--- src/rtl/eviction_drain_queue_if.sv ---
// Bundles the writeback push, upstream read and physical-memory ports of eviction_drain_queue.
// The master side is the environment: it offers lines and reads, and it also answers as memory.
interface eviction_drain_queue_if;
    logic         wb_valid;
    logic [15:0]  wb_addr;
    logic [127:0] wb_data;
    logic         wb_ready;
    logic         rd_req;
    logic [15:0]  rd_addr;
    logic         rd_resp;
    logic [127:0] rd_data;
    logic         pmem_read;
    logic         pmem_write;
    logic [15:0]  pmem_address;
    logic [127:0] pmem_wdata;
    logic [127:0] pmem_rdata;
    logic         pmem_resp;
    logic [3:0]   count;

    modport master (
        output wb_valid, wb_addr, wb_data, rd_req, rd_addr, pmem_rdata, pmem_resp,
        input  wb_ready, rd_resp, rd_data, pmem_read, pmem_write, pmem_address, pmem_wdata, count
    );
    modport slave (
        input  wb_valid, wb_addr, wb_data, rd_req, rd_addr, pmem_rdata, pmem_resp,
        output wb_ready, rd_resp, rd_data, pmem_read, pmem_write, pmem_address, pmem_wdata, count
    );
endinterface

--- src/rtl/eviction_drain_queue.sv ---
// In-order writeback FIFO between an eviction stage and memory: coalesces repeat lines,
// serves upstream reads from queued lines, and otherwise drains oldest-first.
module eviction_drain_queue #(
    parameter int DEPTH       = 4,
    parameter int OFFSET_BITS = 4
) (
    input  logic                   clk,
    input  logic                   rst_n,
    eviction_drain_queue_if.slave  bus
);
    localparam int PW = (DEPTH > 1) ? $clog2(DEPTH) : 1;
    localparam logic [3:0] DEPTH_C = 4'(DEPTH);

    typedef enum logic [1:0] {IDLE, DRAIN, READ_MEM, READ_HIT} state_e;

    state_e         state_q, state_d;
    logic [15:0]    addr_q [DEPTH];
    logic [15:0]    addr_d [DEPTH];
    logic [127:0]   data_q [DEPTH];
    logic [127:0]   data_d [DEPTH];
    logic [PW-1:0]  head_q, head_d, tail_q, tail_d;
    logic [3:0]     count_q, count_d;
    logic           pmem_read_q, pmem_read_d, pmem_write_q, pmem_write_d;
    logic [15:0]    pmem_address_q, pmem_address_d;
    logic [127:0]   pmem_wdata_q, pmem_wdata_d;
    logic           rd_resp_q, rd_resp_d;
    logic [127:0]   rd_data_q, rd_data_d;

    logic           cz_hit, rh_hit, wb_ready, push, alloc, pop, rd_act, rd_push_hit;
    logic [PW-1:0]  cz_idx;
    logic [127:0]   rh_data;

    function automatic logic line_eq(input logic [15:0] a, input logic [15:0] b);
        return a[15:OFFSET_BITS] == b[15:OFFSET_BITS];
    endfunction

    // Walk entries oldest to youngest so the youngest match wins; after an in-flight
    // head was re-allocated the same line can sit in the queue twice.
    always_comb begin
        cz_hit  = 1'b0;
        cz_idx  = '0;
        rh_hit  = 1'b0;
        rh_data = '0;
        for (int i = 0; i < DEPTH; i++) begin
            logic [PW-1:0] idx;
            idx = head_q + PW'(i);
            if (4'(i) < count_q) begin
                if (line_eq(addr_q[idx], bus.wb_addr) && !(i == 0 && state_q == DRAIN)) begin
                    cz_hit = 1'b1;
                    cz_idx = idx;
                end
                if (line_eq(addr_q[idx], bus.rd_addr)) begin
                    rh_hit  = 1'b1;
                    rh_data = data_q[idx];
                end
            end
        end
    end

    assign wb_ready    = rst_n && ((count_q < DEPTH_C) || cz_hit);
    assign push        = bus.wb_valid && wb_ready;
    assign alloc       = push && !cz_hit;
    assign rd_push_hit = push && line_eq(bus.wb_addr, bus.rd_addr);
    // rd_req is still held in the cycle its answer is presented; do not re-issue it.
    assign rd_act      = bus.rd_req && !rd_resp_q;

    always_comb begin
        state_d        = state_q;
        pmem_read_d    = pmem_read_q;
        pmem_write_d   = pmem_write_q;
        pmem_address_d = pmem_address_q;
        pmem_wdata_d   = pmem_wdata_q;
        rd_resp_d      = 1'b0;
        rd_data_d      = rd_data_q;
        pop            = 1'b0;
        unique case (state_q)
            IDLE: begin
                if (count_q == DEPTH_C || (!rd_act && count_q != 4'd0)) begin
                    state_d        = DRAIN;
                    pmem_write_d   = 1'b1;
                    pmem_address_d = addr_q[head_q];
                    // A coalesce into the head on this very edge must reach memory too.
                    pmem_wdata_d   = (push && cz_hit && cz_idx == head_q) ? bus.wb_data
                                                                          : data_q[head_q];
                end else if (rd_act && (rh_hit || rd_push_hit)) begin
                    state_d   = READ_HIT;
                    rd_resp_d = 1'b1;
                    rd_data_d = rd_push_hit ? bus.wb_data : rh_data;
                end else if (rd_act) begin
                    state_d        = READ_MEM;
                    pmem_read_d    = 1'b1;
                    pmem_address_d = bus.rd_addr;
                end
            end
            DRAIN: begin
                if (bus.pmem_resp) begin
                    state_d      = IDLE;
                    pmem_write_d = 1'b0;
                    pop          = 1'b1;
                end
            end
            READ_MEM: begin
                if (bus.pmem_resp) begin
                    state_d     = IDLE;
                    pmem_read_d = 1'b0;
                    rd_resp_d   = 1'b1;
                    rd_data_d   = bus.pmem_rdata;
                end
            end
            READ_HIT: state_d = IDLE;
            default:  state_d = IDLE;
        endcase
    end

    always_comb begin
        addr_d = addr_q;
        data_d = data_q;
        tail_d = tail_q;
        head_d = pop ? head_q + PW'(1) : head_q;
        if (push && cz_hit) begin
            data_d[cz_idx] = bus.wb_data;
        end else if (alloc) begin
            addr_d[tail_q] = bus.wb_addr;
            data_d[tail_q] = bus.wb_data;
            tail_d         = tail_q + PW'(1);
        end
        count_d = count_q + {3'b0, alloc} - {3'b0, pop};
    end

    always_ff @(posedge clk) begin
        addr_q <= addr_d;
        data_q <= data_d;
    end

    always_ff @(posedge clk) begin
        if (!rst_n) begin
            state_q        <= IDLE;
            head_q         <= '0;
            tail_q         <= '0;
            count_q        <= '0;
            pmem_read_q    <= 1'b0;
            pmem_write_q   <= 1'b0;
            pmem_address_q <= '0;
            pmem_wdata_q   <= '0;
            rd_resp_q      <= 1'b0;
            rd_data_q      <= '0;
        end else begin
            state_q        <= state_d;
            head_q         <= head_d;
            tail_q         <= tail_d;
            count_q        <= count_d;
            pmem_read_q    <= pmem_read_d;
            pmem_write_q   <= pmem_write_d;
            pmem_address_q <= pmem_address_d;
            pmem_wdata_q   <= pmem_wdata_d;
            rd_resp_q      <= rd_resp_d;
            rd_data_q      <= rd_data_d;
        end
    end

    assign bus.wb_ready     = wb_ready;
    assign bus.rd_resp      = rd_resp_q;
    assign bus.rd_data      = rd_data_q;
    assign bus.pmem_read    = pmem_read_q;
    assign bus.pmem_write   = pmem_write_q;
    assign bus.pmem_address = pmem_address_q;
    assign bus.pmem_wdata   = pmem_wdata_q;
    assign bus.count        = count_q;
endmodule

--- src/flat_wrapper.sv ---
// flat-port wrapper written by rule: the top's interface ports become plain ports
module eviction_drain_queue_flat 
#(
    parameter int DEPTH       = 4,
    parameter int OFFSET_BITS = 4
)
  (clk, rst_n, bus_wb_valid, bus_wb_addr, bus_wb_data, bus_rd_req, bus_rd_addr, bus_pmem_rdata, bus_pmem_resp, bus_wb_ready, bus_rd_resp, bus_rd_data, bus_pmem_read, bus_pmem_write, bus_pmem_address, bus_pmem_wdata, bus_count);
  eviction_drain_queue_if bus_i ();
  input  logic clk;
  input  logic rst_n;
  input wire logic [$bits(bus_i.wb_valid)-1:0] bus_wb_valid;
  input wire logic [$bits(bus_i.wb_addr)-1:0] bus_wb_addr;
  input wire logic [$bits(bus_i.wb_data)-1:0] bus_wb_data;
  input wire logic [$bits(bus_i.rd_req)-1:0] bus_rd_req;
  input wire logic [$bits(bus_i.rd_addr)-1:0] bus_rd_addr;
  input wire logic [$bits(bus_i.pmem_rdata)-1:0] bus_pmem_rdata;
  input wire logic [$bits(bus_i.pmem_resp)-1:0] bus_pmem_resp;
  output wire logic [$bits(bus_i.wb_ready)-1:0] bus_wb_ready;
  output wire logic [$bits(bus_i.rd_resp)-1:0] bus_rd_resp;
  output wire logic [$bits(bus_i.rd_data)-1:0] bus_rd_data;
  output wire logic [$bits(bus_i.pmem_read)-1:0] bus_pmem_read;
  output wire logic [$bits(bus_i.pmem_write)-1:0] bus_pmem_write;
  output wire logic [$bits(bus_i.pmem_address)-1:0] bus_pmem_address;
  output wire logic [$bits(bus_i.pmem_wdata)-1:0] bus_pmem_wdata;
  output wire logic [$bits(bus_i.count)-1:0] bus_count;
  assign bus_i.wb_valid = bus_wb_valid;
  assign bus_i.wb_addr = bus_wb_addr;
  assign bus_i.wb_data = bus_wb_data;
  assign bus_i.rd_req = bus_rd_req;
  assign bus_i.rd_addr = bus_rd_addr;
  assign bus_i.pmem_rdata = bus_pmem_rdata;
  assign bus_i.pmem_resp = bus_pmem_resp;
  assign bus_wb_ready = bus_i.wb_ready;
  assign bus_rd_resp = bus_i.rd_resp;
  assign bus_rd_data = bus_i.rd_data;
  assign bus_pmem_read = bus_i.pmem_read;
  assign bus_pmem_write = bus_i.pmem_write;
  assign bus_pmem_address = bus_i.pmem_address;
  assign bus_pmem_wdata = bus_i.pmem_wdata;
  assign bus_count = bus_i.count;
  eviction_drain_queue #(.DEPTH(DEPTH), .OFFSET_BITS(OFFSET_BITS)) u_core (.clk(clk), .rst_n(rst_n), .bus(bus_i));
endmodule
--- config.mk ---
export PLATFORM = sky130hd
export DESIGN_NAME = eviction_drain_queue_flat
export DESIGN_NICKNAME = d
export VERILOG_FILES = /design/src/rtl/eviction_drain_queue_if.sv /design/src/rtl/eviction_drain_queue.sv /design/src/flat_wrapper.sv
export SDC_FILE = /design/constraint.sdc
export NUM_CORES = 2
export LEC_CHECK = 0
export CAP_MARGIN = 20
export CORE_MARGIN = 5
export CORE_UTILIZATION = 58
export DETAILED_ROUTE_END_ITERATION = 10
export PLACE_DENSITY_LB_ADDON = 0.1
export SYNTH_ARGS = -nofsm -noshare
export SYNTH_HDL_FRONTEND = slang
export SYNTH_SLANG_ARGS = --single-unit
export TNS_END_PERCENT = 5
--- constraint.sdc ---
create_clock -name clk -period 18.97 [get_ports clk]
set_input_delay 4.7425 -clock clk [delete_from_list [all_inputs] [get_ports clk]]
set_output_delay 4.7425 -clock clk [all_outputs]
set_load 0.02 [all_outputs]
Yosys cells after proc, flatten, opt, wreduce, memory -nomap -nowiden
Index checks and enable logic that the tools add are counted.

cells by class
  equality and inequality tests = 24
  muxes and demuxes = 93
  bitwise gates (word level) = 7
  reduce and logical (&&, ||, !) cells = 33
  add/sub/neg operators = 6
  order comparisons = 13

operators with widths
  cell                                                    count
  two-way mux 128 bit                                     23
  binary-select mux 128 bit (select 2 bit)                4
  bitwise mux 512 bit                                     2
  two-way mux 512 bit                                     2
  demux 128 bit (select 2 bit)                            2
  one-hot mux 128 bit (2 select lines)                    1
  two-way mux 16 bit                                      12
  binary-select mux 16 bit (select 2 bit)                 4
  equality test 12 bit                                    9
  bitwise mux 64 bit                                      1
  demux 16 bit (select 2 bit)                             1
  two-way mux 1 bit                                       25
  two-way mux 2 bit                                       12
  >= comparator 3 bit (second input constant)             6
  NOT 2 -> 3 bit                                          6
  logical AND 1 bit                                       12
  inequality test 2 x 1 -> 1 bit (second input constant)  5
  < comparator 1 x 4 -> 1 bit (first input constant)      2
  < comparator 2 x 4 -> 1 bit (first input constant)      2
  inequality test 2 bit (second input constant)           4
  nonzero test 2 bit                                      4
  < comparator 3 x 1 -> 1 bit (second input constant)     2
  one-hot mux 1 bit (2 select lines)                      3
  one-hot mux 2 bit (3 select lines)                      1
  other kinds (20)                                        31

word-level totals
  logic and storage cells = 194
  bits of input ports = 293
  register bits = 861
  output and inout bits = 280

Longest topological paths before layout
  word-level depth = 23
  depth in mapped cells = 16
  mapped depth without buffers = 14

Worst setup path before layout
No wires, ideal clock.

  path type = in2reg
  start point = in bus_wb_addr[6]
  end point = reg u_core.data_q[256] (netlist name) (enable)
  arrival time = 15.791 ns
  required time = 18.198 ns
  stages on the path = 12
  path buffers = 2
  slack = 2.408 ns
  library setup time = 0.772 ns
  path through = clkbuf_1 > o22ai_1 > a2111oi_1 > o22ai_1 > nor3_2 > a2111oi_0 > a211o_1 > a211o_1 > nor2_1 > a21oi_1 > clkbuf_1 > nor3_1

between the ends
  longest elaborated chain between the ends = 15
  elaborated cells on any way between the ends = 20
  those cells by class = eq/ne (4); mux (8); reduce/logical (8)

RTL lines
  what                                  RTL line                                                 source
  start: declaration                    flat_wrapper.sv:12                                       input wire logic [$bits(bus_i.wb_addr)-1:0] bus_wb_addr;
  equality test 12 bit                  eviction_drain_queue.sv:34                               return a[15:OFFSET_BITS] == b[15:OFFSET_BITS];
  logical AND 1 bit                     eviction_drain_queue.sv:48                               if (line_eq(addr_q[idx], bus.wb_addr) && !(i == 0 && state_q == DRAIN)) begin
  two-way mux 1 bit                     eviction_drain_queue.sv:48
  two-way mux 1 bit                     eviction_drain_queue.sv:47                               if (4'(i) < count_q) begin
  two-way mux 1 bit                     eviction_drain_queue.sv:48
  two-way mux 1 bit                     eviction_drain_queue.sv:47
  two-way mux 1 bit                     eviction_drain_queue.sv:48
  two-way mux 1 bit                     eviction_drain_queue.sv:47
  two-way mux 1 bit                     eviction_drain_queue.sv:48
  two-way mux 1 bit *                   eviction_drain_queue.sv:47
  logical OR 1 bit                      eviction_drain_queue.sv:60                               assign wb_ready = rst_n && ((count_q < DEPTH_C) || cz_hit);
  logical AND 1 bit                     eviction_drain_queue.sv:60
  logical AND 1 bit                     eviction_drain_queue.sv:61                               assign push = bus.wb_valid && wb_ready;
  logical AND 1 bit (on tied branches)  eviction_drain_queue.sv:120, eviction_drain_queue.sv:62
  nonzero test 2 bit (no line) *        n/a
  end signal: assignment                eviction_drain_queue.sv:132                              data_q <= data_d;
  end: declaration                      eviction_drain_queue.sv:19                               logic [127:0] data_q [DEPTH];

Every way passes the cells marked *; elsewhere a longest branch is shown, timed or not.
A chain may end at the register's enable or synchronous reset.

Worst setup path after layout
  start point = in bus_wb_addr[6]
  end point = out bus_wb_ready

between the ends
  longest elaborated chain between the ends = 12
  elaborated cells on any way between the ends = 15
  those cells by class = eq/ne (4); mux (8); reduce/logical (3)

RTL lines
  what                  RTL line                    source
  equality test 12 bit  eviction_drain_queue.sv:34
  logical AND 1 bit     eviction_drain_queue.sv:48
  two-way mux 1 bit     eviction_drain_queue.sv:48
  two-way mux 1 bit     eviction_drain_queue.sv:47
  two-way mux 1 bit     eviction_drain_queue.sv:48
  two-way mux 1 bit     eviction_drain_queue.sv:47
  two-way mux 1 bit     eviction_drain_queue.sv:48
  two-way mux 1 bit     eviction_drain_queue.sv:47
  two-way mux 1 bit     eviction_drain_queue.sv:48
  two-way mux 1 bit *   eviction_drain_queue.sv:47
  logical OR 1 bit *    eviction_drain_queue.sv:60
  logical AND 1 bit *   eviction_drain_queue.sv:60
  end: declaration      flat_wrapper.sv:18          output wire logic [$bits(bus_i.wb_ready)-1:0] bus_wb_ready;

Marks and branches as above.

==> summary.txt <==
OUTCOME
----------------------------------------------------------------------------------------------------
Result of the run ..................................................................... complete, but fails checks
Violated checks .......................................................................   slew limit

STA
----------------------------------------------------------------------------------------------------
Endpoints failing setup ...............................................................            0
Hold violation total from the final report ............................................            0
Setup Total Neg Slack .................................................................         0 ns
Actual slew at the worst max-slew pin .................................................      1.59 ns
Hold_ws ...............................................................................     0.447 ns
Final critical-path share of the clock period .........................................        68.6%
Max Slew Vio Count ....................................................................           55
Max-slew headroom .....................................................................       -6.33%
Unrepaired setup endpoints after global routing .......................................        false
FMAX ..................................................................................     76.8 MHz
Worst-case clock skew .................................................................    0.0190 ns
Crit path time final ..................................................................     13.02 ns

SYNTH
----------------------------------------------------------------------------------------------------
Post-synth design cell area ...........................................................   52100 um^2
Ys flop type .......................................................................... sky130_fd_sc_hd__edfxtp_1
Mean instance size in the synthesized netlist .........................................    10.8 um^2
Number of nets in the synthesized netlist .............................................         5140
Seq/Total Area, Yosys .................................................................        44.1%
Count of warnings emitted by yosys ....................................................            0
Unique cell type count in the Yosys netlist ...........................................           64
Count of flip-flops with a built-in enable after synthesis ............................          576
Synth async-reset ratio ...............................................................           0%
Synthesized netlist cell count ........................................................         4833
FF+latch count, synth .................................................................          861

FLOORPLANNING
----------------------------------------------------------------------------------------------------
Height of the chip ....................................................................       310 um
Starting utilization of the core area .................................................        58.2%
Die outline area ......................................................................   95900 um^2
Count of boundary I/O pins ............................................................          573
Area of the core region ...............................................................   89600 um^2
Std-Cell Rows .........................................................................          110
Die width .............................................................................       310 um

ROUTE
----------------------------------------------------------------------------------------------------
Number of vias in the routed layout ...................................................        41500
Post-detailed-route count of antenna-violating nets ...................................            0
Number of DRC violations after detailed routing .......................................            0
Total routed wirelength ...............................................................    164000 um
Initial drt markers ...................................................................         4395
WL per Instance .......................................................................      25.8 um
Count of TritonRoute iterations in the first routing pass .............................            6
Vias per std cell .....................................................................         6.53

MIN PATH
----------------------------------------------------------------------------------------------------
Worst min path class ..................................................................   reg -> reg

CELLS AND AREA
----------------------------------------------------------------------------------------------------
Nets ..................................................................................         5401
Top library cells by usage in the layout, fill and taps aside ......................... 576 x sky130_fd_sc_hd__edfxtp_1, 571 x sky130_fd_sc_hd__clkdlybuf4s50_1, 344 x sky130_fd_sc_hd__mux2i_1
Total area of sequential cells ........................................................   23000 um^2
Most common cell after layout, fill and taps aside .................................... sky130_fd_sc_hd__edfxtp_1
Fillers ...............................................................................         6743
Share of final-layout standard cells stronger than drive strength 1 ...................        12.4%
Post-synthesis to final-layout area growth ............................................        17.2%
Final Instance Area ...................................................................   61100 um^2
Area taken by multi-input logic gates .................................................   26700 um^2

SETUP PATH
----------------------------------------------------------------------------------------------------
Endpoint type of the worst setup path .................................................  output port
Arrival time of the worst setup path ..................................................      8.28 ns
Startpoint Class ......................................................................   input port
Largest fanout of any net on the critical path ........................................           13
CP Data Required Time .................................................................     14.23 ns
Type of the worst setup path ..........................................................    in -> out

CLOCK NETWORK
----------------------------------------------------------------------------------------------------
Root Buffer ........................................................................... sky130_fd_sc_hd__clkbuf_16
# resized after CTS ...................................................................            0
Number of clock buffers inserted by TritonCTS .........................................           92
Clock buffer depth ....................................................................            3
Total of hold buffers inserted after clock tree synthesis .............................            0
Clock tree from TritonCTS .............................................................        built
Sink count of the clock tree ..........................................................          861
Clock latency on the worst-skew pair ..................................................      0.67 ns
Total number of H-tree levels .........................................................            3
Clock-pin slew reported for the worst setup and hold paths after clock tree synthesis .      0.06 ns
Setup repair bufs after CTS ...........................................................            0

GLOBAL ROUTING
----------------------------------------------------------------------------------------------------
Pin count of the biggest net entering global routing ..................................          219
Antenna violations before repair ......................................................           16
Number of global-route vias before repair .............................................        40600
Aggregate global-route resource usage .................................................        32.8%
Global-route wire length before repair ................................................    245000 um
Total congestion overflow after global routing ........................................            0

PLACEMENT
----------------------------------------------------------------------------------------------------
Final estimated routing congestion in global placement ................................        0.887
Post-Place Cell Area ..................................................................   57900 um^2
Half-perimeter wire length after placement ............................................     96400 um
Count of buffers from port buffering ..................................................          572

POWER
----------------------------------------------------------------------------------------------------
Power after layout ....................................................................      6380 uW
Worst IR Drop VDD .....................................................................    0.0843 mV
Power per unit of standard cell area ..................................................  105 nW/um^2
Leakage power total ...................................................................    0.0208 uW

JOB
----------------------------------------------------------------------------------------------------
Number of max-cap violations ..........................................................            0

-- cell type report --
class	count	share of cell area [%]
Multi-Input combinational cell	3364	43.6
Sequential cell	861	37.7
Timing Repair Buffer	629	10.3
Clock buffer	141	4.52
Tap cell	1176	2.41
Inverter	146	0.910
Clock inverter	30	0.496
Antenna cell	11	0.0451
-- worst max-delay path, stage by stage --
cell	delay (ns)
sky130_fd_sc_hd__clkdlybuf4s50_1	0.93
sky130_fd_sc_hd__o22ai_1	0.19
sky130_fd_sc_hd__a2111oi_1	0.42
sky130_fd_sc_hd__o22ai_1	0.17
sky130_fd_sc_hd__nor3_2	0.43
sky130_fd_sc_hd__and4b_4	0.30
sky130_fd_sc_hd__and2_1	0.18
sky130_fd_sc_hd__nor2b_1	0.24
sky130_fd_sc_hd__clkdlybuf4s50_1	0.66
-- report_power, final --
part           internal (uW)  total [uW]  leakage [uW]  switching [uW]
logic                    879        2160        0.0111            1280
registers               2240        2380       0.00816             145
clock network           1080        1840       0.00150             759
-- synth_stat cells, drive strengths merged, types with 2 or more instances --
| cell | count | area [um^2] |
|---|---|---|
| a21boi | 132 | 991 |
| buf | 146 | 853 |
| nor3 | 13 | 70.1 |
| nand2 | 296 | 1110 |
| a22oi | 4 | 30.0 |
| and3 | 3 | 18.8 |
| xor2 | 60 | 526 |
| mux2i | 356 | 3630 |
| edfxtp | 576 | 17300 |
| nor2 | 309 | 1160 |
| mux4 | 238 | 5360 |
| o22ai | 131 | 820 |
| a211o | 2 | 17.5 |
| mux2 | 165 | 1860 |
| o21ai | 150 | 758 |
| a211oi | 257 | 1930 |
| a21o | 3 | 22.5 |
| a221o | 128 | 1280 |
| nor4 | 10 | 62.6 |
| nand4b | 2 | 17.5 |
| xnor2 | 60 | 526 |
| nor2b | 277 | 1730 |
| a31oi | 3 | 18.8 |
| dfxtp | 285 | 5710 |
| nand4 | 12 | 75.1 |
| ha | 13 | 163 |
| or3 | 132 | 826 |
| or2 | 3 | 18.8 |
| a2111oi | 3 | 27.5 |
| clkbuf | 316 | 1190 |
| or4 | 3 | 22.5 |
| a21oi | 298 | 1500 |
| nand2b | 7 | 43.8 |
| nand3 | 5 | 25.0 |
| and2 | 272 | 1700 |
| inv | 146 | 548 |
| nor4b | 2 | 17.5 |
-- through the flow --
step | instances | utilization, % | worst slack [ns]
5_1_grt | 6354 | 68.2 | 5.86
3_3_place_gp | 6172 | 64.6 | 6.07
4_1_cts | 6343 | 68.0 | 6.01
6_report | 6358 | 68.2 | 5.95
2_1_floorplan | 4833 | - | 2.41
3_5_place_dp | 6172 | 64.6 | 6.03
-- per-layer routing --
metal | track usage, % | share of wire (%)
met3 | 7.57 | 9.8
met5 | 0 | 0.021
met1 | 43.0 | 39
met4 | 14.0 | 3.7
met2 | 53.2 | 47
-- registers in the layout, summed over array words and instances, names as in the netlist --
register                 cells
u_core.addr_q               64
u_core.bus.pmem_wdata      128
u_core.bus.pmem_address     16
u_core.head_q                2
u_core.tail_q                2
u_core.data_q              512
u_core.bus.pmem_write        1
u_core.bus.rd_data         128
u_core.bus.count             4
u_core.bus.rd_resp           1
u_core.bus.pmem_read         1
u_core.state_q               2
-- cells by family after synthesis --
| family | Yosys count | share of synthesized area (%) |
|---|---|---|
| simple gates | 1350 | 13.3 |
| compound gates | 1121 | 14.4 |
| flops | 861 | 44.1 |
| mux | 759 | 20.8 |
| buf+inv | 608 | 4.97 |
| xor+xnor | 120 | 2.02 |
| fa+ha+maj | 14 | 0.351 |
-- path summary, 6_finish.rpt --
kind	startpoint	end	slack [ns]	depth (start not counted)
max	bus_wb_addr[6]	bus_wb_ready	5.95	9
min	u_core.bus.rd_data[107]	u_core.bus.rd_data[107]	0.45	2
max reg2reg	u_core.head_q[0]	u_core.data_q[82]	11.39	12
min reg2reg	u_core.bus.rd_data[107]	u_core.bus.rd_data[107]	0.45	2
No activity file was read; power rests on OpenSTA's default activity.
